===== src/rtl/rv32_pkg.sv =====
// Shared types for the RV32 instruction-memory loader: FSM states and error codes.
package rv32_pkg;

   typedef enum logic [2:0] {
      IDLE,
      LEN_LO,
      LEN_HI,
      DATA,
      CKSUM,
      DONE,
      ERR
   } loader_state_t;

   localparam logic [1:0] ERR_NONE  = 2'b00;
   localparam logic [1:0] ERR_LEN   = 2'b01;
   localparam logic [1:0] ERR_CKSUM = 2'b10;

endpackage


===== src/rtl/loader_word_pack.sv =====
// Assembles four stream bytes into one little-endian 32-bit word.
module loader_word_pack
   import rv32_pkg::*;
(
   input  logic        clk_i,
   input  logic        rst_ni,
   input  logic        clear_i,
   input  logic        byte_en_i,
   input  logic [7:0]  byte_i,
   output logic        word_ready_o,
   output logic [31:0] word_o
);

   logic [1:0]  idx_q, idx_d;
   logic [23:0] part_q, part_d;

   always_ff @(posedge clk_i or negedge rst_ni) begin
      if (!rst_ni) begin
         idx_q  <= '0;
         part_q <= '0;
      end else begin
         idx_q  <= idx_d;
         part_q <= part_d;
      end
   end

   always_comb begin
      idx_d  = idx_q;
      part_d = part_q;
      if (clear_i) begin
         idx_d  = '0;
         part_d = '0;
      end else if (byte_en_i) begin
         idx_d = idx_q + 2'd1;
         case (idx_q)
            2'd0:    part_d[7:0]   = byte_i;
            2'd1:    part_d[15:8]  = byte_i;
            2'd2:    part_d[23:16] = byte_i;
            default: ;
         endcase
      end
   end

   // The fourth byte is never stored; it completes the word combinationally.
   assign word_ready_o = byte_en_i && (idx_q == 2'd3);
   assign word_o       = {byte_i, part_q};

endmodule


===== src/rtl/imem_loader.sv =====
// Loads a length-prefixed, XOR-checksummed image into instruction memory and
// holds the core stalled until a verified image is in place.
module imem_loader
   import rv32_pkg::*;
#(
   parameter int ADDR_W    = 8,
   parameter int MAX_WORDS = 256
) (
   input  logic              clk_i,
   input  logic              rst_ni,
   input  logic              start_i,
   input  logic              byte_valid_i,
   input  logic [7:0]        byte_data_i,
   output logic              byte_ready_o,
   output logic              imem_we_o,
   output logic [ADDR_W-1:0] imem_addr_o,
   output logic [31:0]       imem_wdata_o,
   output logic              stop_o,
   output logic              done_o,
   output logic              err_o,
   output logic [1:0]        err_code_o,
   output logic [ADDR_W:0]   words_o
);

   localparam logic [15:0]     MaxWords = 16'(MAX_WORDS);
   localparam logic [ADDR_W:0] WordOne  = {{ADDR_W{1'b0}}, 1'b1};

   loader_state_t     state_q, state_d;
   logic [7:0]        lenLo_q, lenLo_d;
   logic [ADDR_W:0]   nWords_q, nWords_d;
   logic [ADDR_W:0]   wordCount_q, wordCount_d;
   logic [7:0]        cksum_q, cksum_d;
   logic [1:0]        errCode_q, errCode_d;
   logic              we_q, we_d;
   logic [ADDR_W-1:0] addr_q, addr_d;
   logic [31:0]       wdata_q, wdata_d;

   logic        xfer;
   logic        packClear;
   logic        packEn;
   logic        wordReady;
   logic [31:0] word;
   logic [15:0] lenFull;

   assign byte_ready_o = (state_q == LEN_LO) || (state_q == LEN_HI) ||
                         (state_q == DATA)   || (state_q == CKSUM);
   assign xfer         = byte_valid_i && byte_ready_o;
   assign packEn       = xfer && (state_q == DATA);

   loader_word_pack u_pack (
      .clk_i        (clk_i),
      .rst_ni       (rst_ni),
      .clear_i      (packClear),
      .byte_en_i    (packEn),
      .byte_i       (byte_data_i),
      .word_ready_o (wordReady),
      .word_o       (word)
   );

   always_ff @(posedge clk_i or negedge rst_ni) begin
      if (!rst_ni) begin
         state_q     <= IDLE;
         lenLo_q     <= '0;
         nWords_q    <= '0;
         wordCount_q <= '0;
         cksum_q     <= '0;
         errCode_q   <= ERR_NONE;
         we_q        <= 1'b0;
         addr_q      <= '0;
         wdata_q     <= '0;
      end else begin
         state_q     <= state_d;
         lenLo_q     <= lenLo_d;
         nWords_q    <= nWords_d;
         wordCount_q <= wordCount_d;
         cksum_q     <= cksum_d;
         errCode_q   <= errCode_d;
         we_q        <= we_d;
         addr_q      <= addr_d;
         wdata_q     <= wdata_d;
      end
   end

   always_comb begin
      state_d     = state_q;
      lenLo_d     = lenLo_q;
      nWords_d    = nWords_q;
      wordCount_d = wordCount_q;
      cksum_d     = cksum_q;
      errCode_d   = errCode_q;
      we_d        = 1'b0;
      addr_d      = addr_q;
      wdata_d     = wdata_q;
      packClear   = 1'b0;
      lenFull     = {byte_data_i, lenLo_q};

      unique case (state_q)
         IDLE, DONE, ERR: begin
            if (start_i) begin
               state_d     = LEN_LO;
               wordCount_d = '0;
               cksum_d     = '0;
               errCode_d   = ERR_NONE;
               packClear   = 1'b1;
            end
         end
         LEN_LO: begin
            if (xfer) begin
               lenLo_d = byte_data_i;
               cksum_d = cksum_q ^ byte_data_i;
               state_d = LEN_HI;
            end
         end
         LEN_HI: begin
            if (xfer) begin
               cksum_d  = cksum_q ^ byte_data_i;
               nWords_d = lenFull[ADDR_W:0];
               if (lenFull > MaxWords) begin
                  state_d   = ERR;
                  errCode_d = ERR_LEN;
               end else if (lenFull == 16'd0) begin
                  state_d = CKSUM;
               end else begin
                  state_d = DATA;
               end
            end
         end
         DATA: begin
            if (xfer) begin
               cksum_d = cksum_q ^ byte_data_i;
               if (wordReady) begin
                  we_d        = 1'b1;
                  addr_d      = wordCount_q[ADDR_W-1:0];
                  wdata_d     = word;
                  wordCount_d = wordCount_q + WordOne;
                  if (wordCount_q + WordOne == nWords_q) begin
                     state_d = CKSUM;
                  end
               end
            end
         end
         CKSUM: begin
            if (xfer) begin
               if (byte_data_i == cksum_q) begin
                  state_d = DONE;
               end else begin
                  state_d   = ERR;
                  errCode_d = ERR_CKSUM;
               end
            end
         end
         default: state_d = IDLE;
      endcase
   end

   assign imem_we_o    = we_q;
   assign imem_addr_o  = addr_q;
   assign imem_wdata_o = wdata_q;
   assign stop_o       = (state_q != DONE);
   assign done_o       = (state_q == DONE);
   assign err_o        = (state_q == ERR);
   assign err_code_o   = errCode_q;
   assign words_o      = wordCount_q;

endmodule

===== config.mk =====
export PLATFORM = sky130hd
export DESIGN_NAME = imem_loader
export DESIGN_NICKNAME = d
export VERILOG_FILES = /design/src/rtl/rv32_pkg.sv /design/src/rtl/loader_word_pack.sv /design/src/rtl/imem_loader.sv
export SDC_FILE = /design/constraint.sdc
export NUM_CORES = 1
export LEC_CHECK = 0
export CORE_UTILIZATION = 40
export DETAILED_ROUTE_END_ITERATION = 16
export HOLD_SLACK_MARGIN = 0.08
export PLACE_DENSITY = 0.59
export SLEW_MARGIN = 20
export SYNTH_ARGS = -nofsm -noshare
export SYNTH_HDL_FRONTEND = slang
export SYNTH_SLANG_ARGS = --single-unit

===== constraint.sdc =====
create_clock -name clk_i -period 2.84 [get_ports clk_i]
set_input_delay 0.284 -clock clk_i [delete_from_list [all_inputs] [get_ports clk_i]]
set_output_delay 0.284 -clock clk_i [all_outputs]
set_load 0.005 [all_outputs]

==> results by group <==
Pwr
  – Sequential power share: 43.9%
  – Pwr Density: 943 nW/um^2
  – Design Power: between 5 and 6 mW
  – Combinational share of power: between 30% and 40%
  – Power share of the clock group: a little over a fifth
  – Sw Pwr: ~1.9 mW
  – Peak VDD IR: about 0.37 mV
  – Switching share of power: about a third
  – Pint: between 3 and 4 mW
  – Static leakage: between 2 and 3 nW

STA
  – Maximum clock rate: 0.400 GHz
  – Worst-Margin Slew: roughly 690 ps
  – Final setup TNS: 0 ps
  – RSZ-0062 raised after global routing: false
  – Tmin final: between 2000 and 2500 ps
  – Final Setup Violations: 0
  – Clock skew: approximately 9.4 ps
  – Slew Viols, Final: 0
  – Fin crit share: between 80% and 90%
  – Slew margin rel.: a little over half
  – Final Hold Vio Count: 0
  – Final worst slack: 343 ps

CTS
  – H-tree levels: 3
  – Root Buffer: clkbuf_16
  – Clock sinks: approximately 110
  – CTS Buf Count: 9
  – Clock insertion delay at the later pin of the skew report: 350 ps
  – CTS tree: done
  – Clock-pin transition on the worst setup and hold timing paths: approximately 70 ps
  – CTS Buffer Depth: 2

Placed design
  – Final Wtd Congestion: roughly 0.83
  – HPWL Detailed: ~7.8 mm
  – Place WS: 517 ps
  – Placed inst area: between 5000 and 6000 um^2
  – Post-placement cell count: 736
  – # port buffers: 67

Routing
  – WL/cell: between 10 and 15 um
  – Routed wire length: around 11 mm
  – Drt pass-1 iters: 4
  – Residual DRC: 0
  – Initial DRC count: 212
  – Via/cell ratio: 5.09
  – Vias: 3831
  – Final antenna-violating net count: 0

Floorplanning
  – Total die area: 12900 um^2
  – Initial Util: between 40% and 50%
  – Ports: 68
  – Die width: 114 um
  – Core Region: between 10000 and 15000 um^2
  – Placement Rows: 40
  – Die Span Y: ~110 um

Final layout
  – Leading cell types in the layout, fill and taps excluded: nand2_1, dfrtp_1, clkdlybuf4s50_1
  – Fin area: 6090 um^2
  – Final Non-Filler Cells: between 700 and 800
  – Layout area overhead: 22.1%
  – Share of cells above drive strength 1: between 10 and 15%
  – Commonest non-fill, non-tap cell in the layout: nand2_1
  – Fill count: between 1000 and 1500
  – # diodes: 0
  – Nets: 597

Global route
  – GRT Total Usage: around a fifth
  – Largest net degree at the start of global routing: 63
  – Total gr overflow: 0
  – Initial antenna violation count: 0
  – Number of global-route vias before repair: about 3700
  – First-pass GRT wire length: about 19 mm

Min path
  – Hold Startpoint: u_pack.part_q[1]$_DFFE_PN0P_
  – Worst hold path class: reg2reg

Critical path
  – WS Path Type: reg2out
  – Most frequent CP cell: inv_1
  – Worst path slowest cell: dfrtp_1
  – CP required: about 2600 ps
  – Crit path arrival time: ~2200 ps
  – Worst Path Max Fanout: 21
  – CP Capture Type: output pin
  – Worst path max stage delay: ~760 ps
  – Worst setup SP type: flip-flop
  – Crit path launch: state_q[2]$_DFFE_PN0P_
  – Worst-path cell chain: inv_1, nor2_1, nand2_1, inv_1, clkdlybuf4s50_1
  – R2R Path Start: state_q[2]$_DFFE_PN0P_

Logic synthesis
  – Number of synthesized flops with an enable pin: 0
  – Synth Instances: about 530
  – Yosys cell types: 43
  – Mapped Avg Cell Area: roughly 9.4 um^2
  – Post-synthesis register bit count: around 110
  – Syn. warnings: 0
  – Syn nets: about 550
  – Synth Cell Area: around 5000 um^2
  – Post-synth top flop: dfrtp_1
  – Sequential fraction of the synthesis area: between 50% and 60%
  – Asr flop ratio synth: 100%

Run status
  – Outcome: finished, final reports clean

Job
  – Max cap viols: 0
==> timing repair <==
item | CTS | global route
endpoints found under the hold margin | 44 | 0
buffers inserted | 0 | 0
gates resized for setup | 0 | 0
hold buffers | 1 | 0
==> sequential cells by signal, summed over array words and instances (netlist names) <==
signal,flops
cksum_q,8
err_code_o,2
imem_addr_o,8
imem_wdata_o,32
imem_we_o,1
lenLo_q,8
nWords_q,9
state_q,3
u_pack.idx_q,2
u_pack.part_q,24
words_o,9
==> cell families after synthesis <==
kind of cell,after synthesis,share of synthesized area [%]
AND/OR/NAND/NOR,219,19.1
flip-flops,106,53.1
AO/OA/AOI/OAI,92,10.5
buffers and inverters,50,4.31
multiplexers,33,7.42
XOR/XNOR,24,4.21
adder cells (fa/ha/maj),5,1.25
==> power by group through the flow <==
stage | clock, mW | combinational [mW] | sequential [mW]
after detailed placement | 0 | 1.99 | 2.55
after global routing | 1.33 | 2.24 | 2.60
after CTS | 1.28 | 2.00 | 2.53
final | 1.24 | 1.98 | 2.52
after floorplan | 0 | 1.32 | 2.38
after global placement | 0 | 1.96 | 2.54
==> worst paths after layout <==
check	slack (ps)	endpoint	cells past startpoint
worst min-delay path	470	imem_wdata_o[1]$_DFFE_PN0P_	2
max in group asynchronous	1630	imem_wdata_o[5]$_DFFE_PN0P_	3
worst min register to register	470	imem_wdata_o[1]$_DFFE_PN0P_	2
worst max-delay path	340	done_o	5
min in group asynchronous	480	err_code_o[0]$_DFFE_PN0P_	2
worst max register to register	590	words_o[5]$_DFFE_PN0P_	6
==> final cells by class <==
type | instances | area [um^2] | share of cell area (%)
Sequential cell | 106 | 2650 | 43.5
Multi-Input combinational cell | 373 | 2130 | 34.9
Clock inverter | 5 | 55.1 | 0.903
Clock buffer | 10 | 239 | 3.92
Timing Repair Buffer | 78 | 766 | 12.6
Inverter | 12 | 45.0 | 0.739
Tap cell | 168 | 210 | 3.45
==> per-stage QoR <==
stage          utilization, %  hold WS, ps
2_1_floorplan               -        -11.6
5_1_grt                  50.3          491
3_5_place_dp             47.8          338
3_3_place_gp             47.8          334
4_1_cts                  50.3          471
6_report                 50.3          469
==> synthesized netlist by cell type (5+ instances only) <==
| cell type | number | area share [%] |
|---|---|---|
| a21oi_1 | 36 | 3.6 |
| buf_2 | 13 | 1.3 |
| clkbuf_1 | 19 | 1.4 |
| dfrtp_1 | 106 | 53 |
| ha_1 | 5 | 1.3 |
| inv_1 | 12 | 0.90 |
| mux2_2 | 32 | 7.2 |
| nand2_1 | 121 | 9.1 |
| nand3_1 | 39 | 3.9 |
| nor2_1 | 31 | 2.3 |
| o21ai_0 | 33 | 3.3 |
| xnor2_1 | 19 | 3.3 |
| xor2_1 | 5 | 0.88 |
==> critical path, delay by kind of cell (launching register included) <==
family / cells / cell delay (ps)
flops: 1 / 760
buf+inv: 3 / 810
simple gates: 2 / 290
==> routing by layer <==
metal	share of wire (%)	GRT usage [%]	wire length (um)	vias to the layer above
li1	-	-	-	1890
met3	4.4	3.45	488	11
met2	46	27.9	5120	77
met5	0	0	0	-
met4	1.1	7.11	122	0
met1	49	27.7	5440	1853
Note: power is estimated with default switching activity, not from simulation.
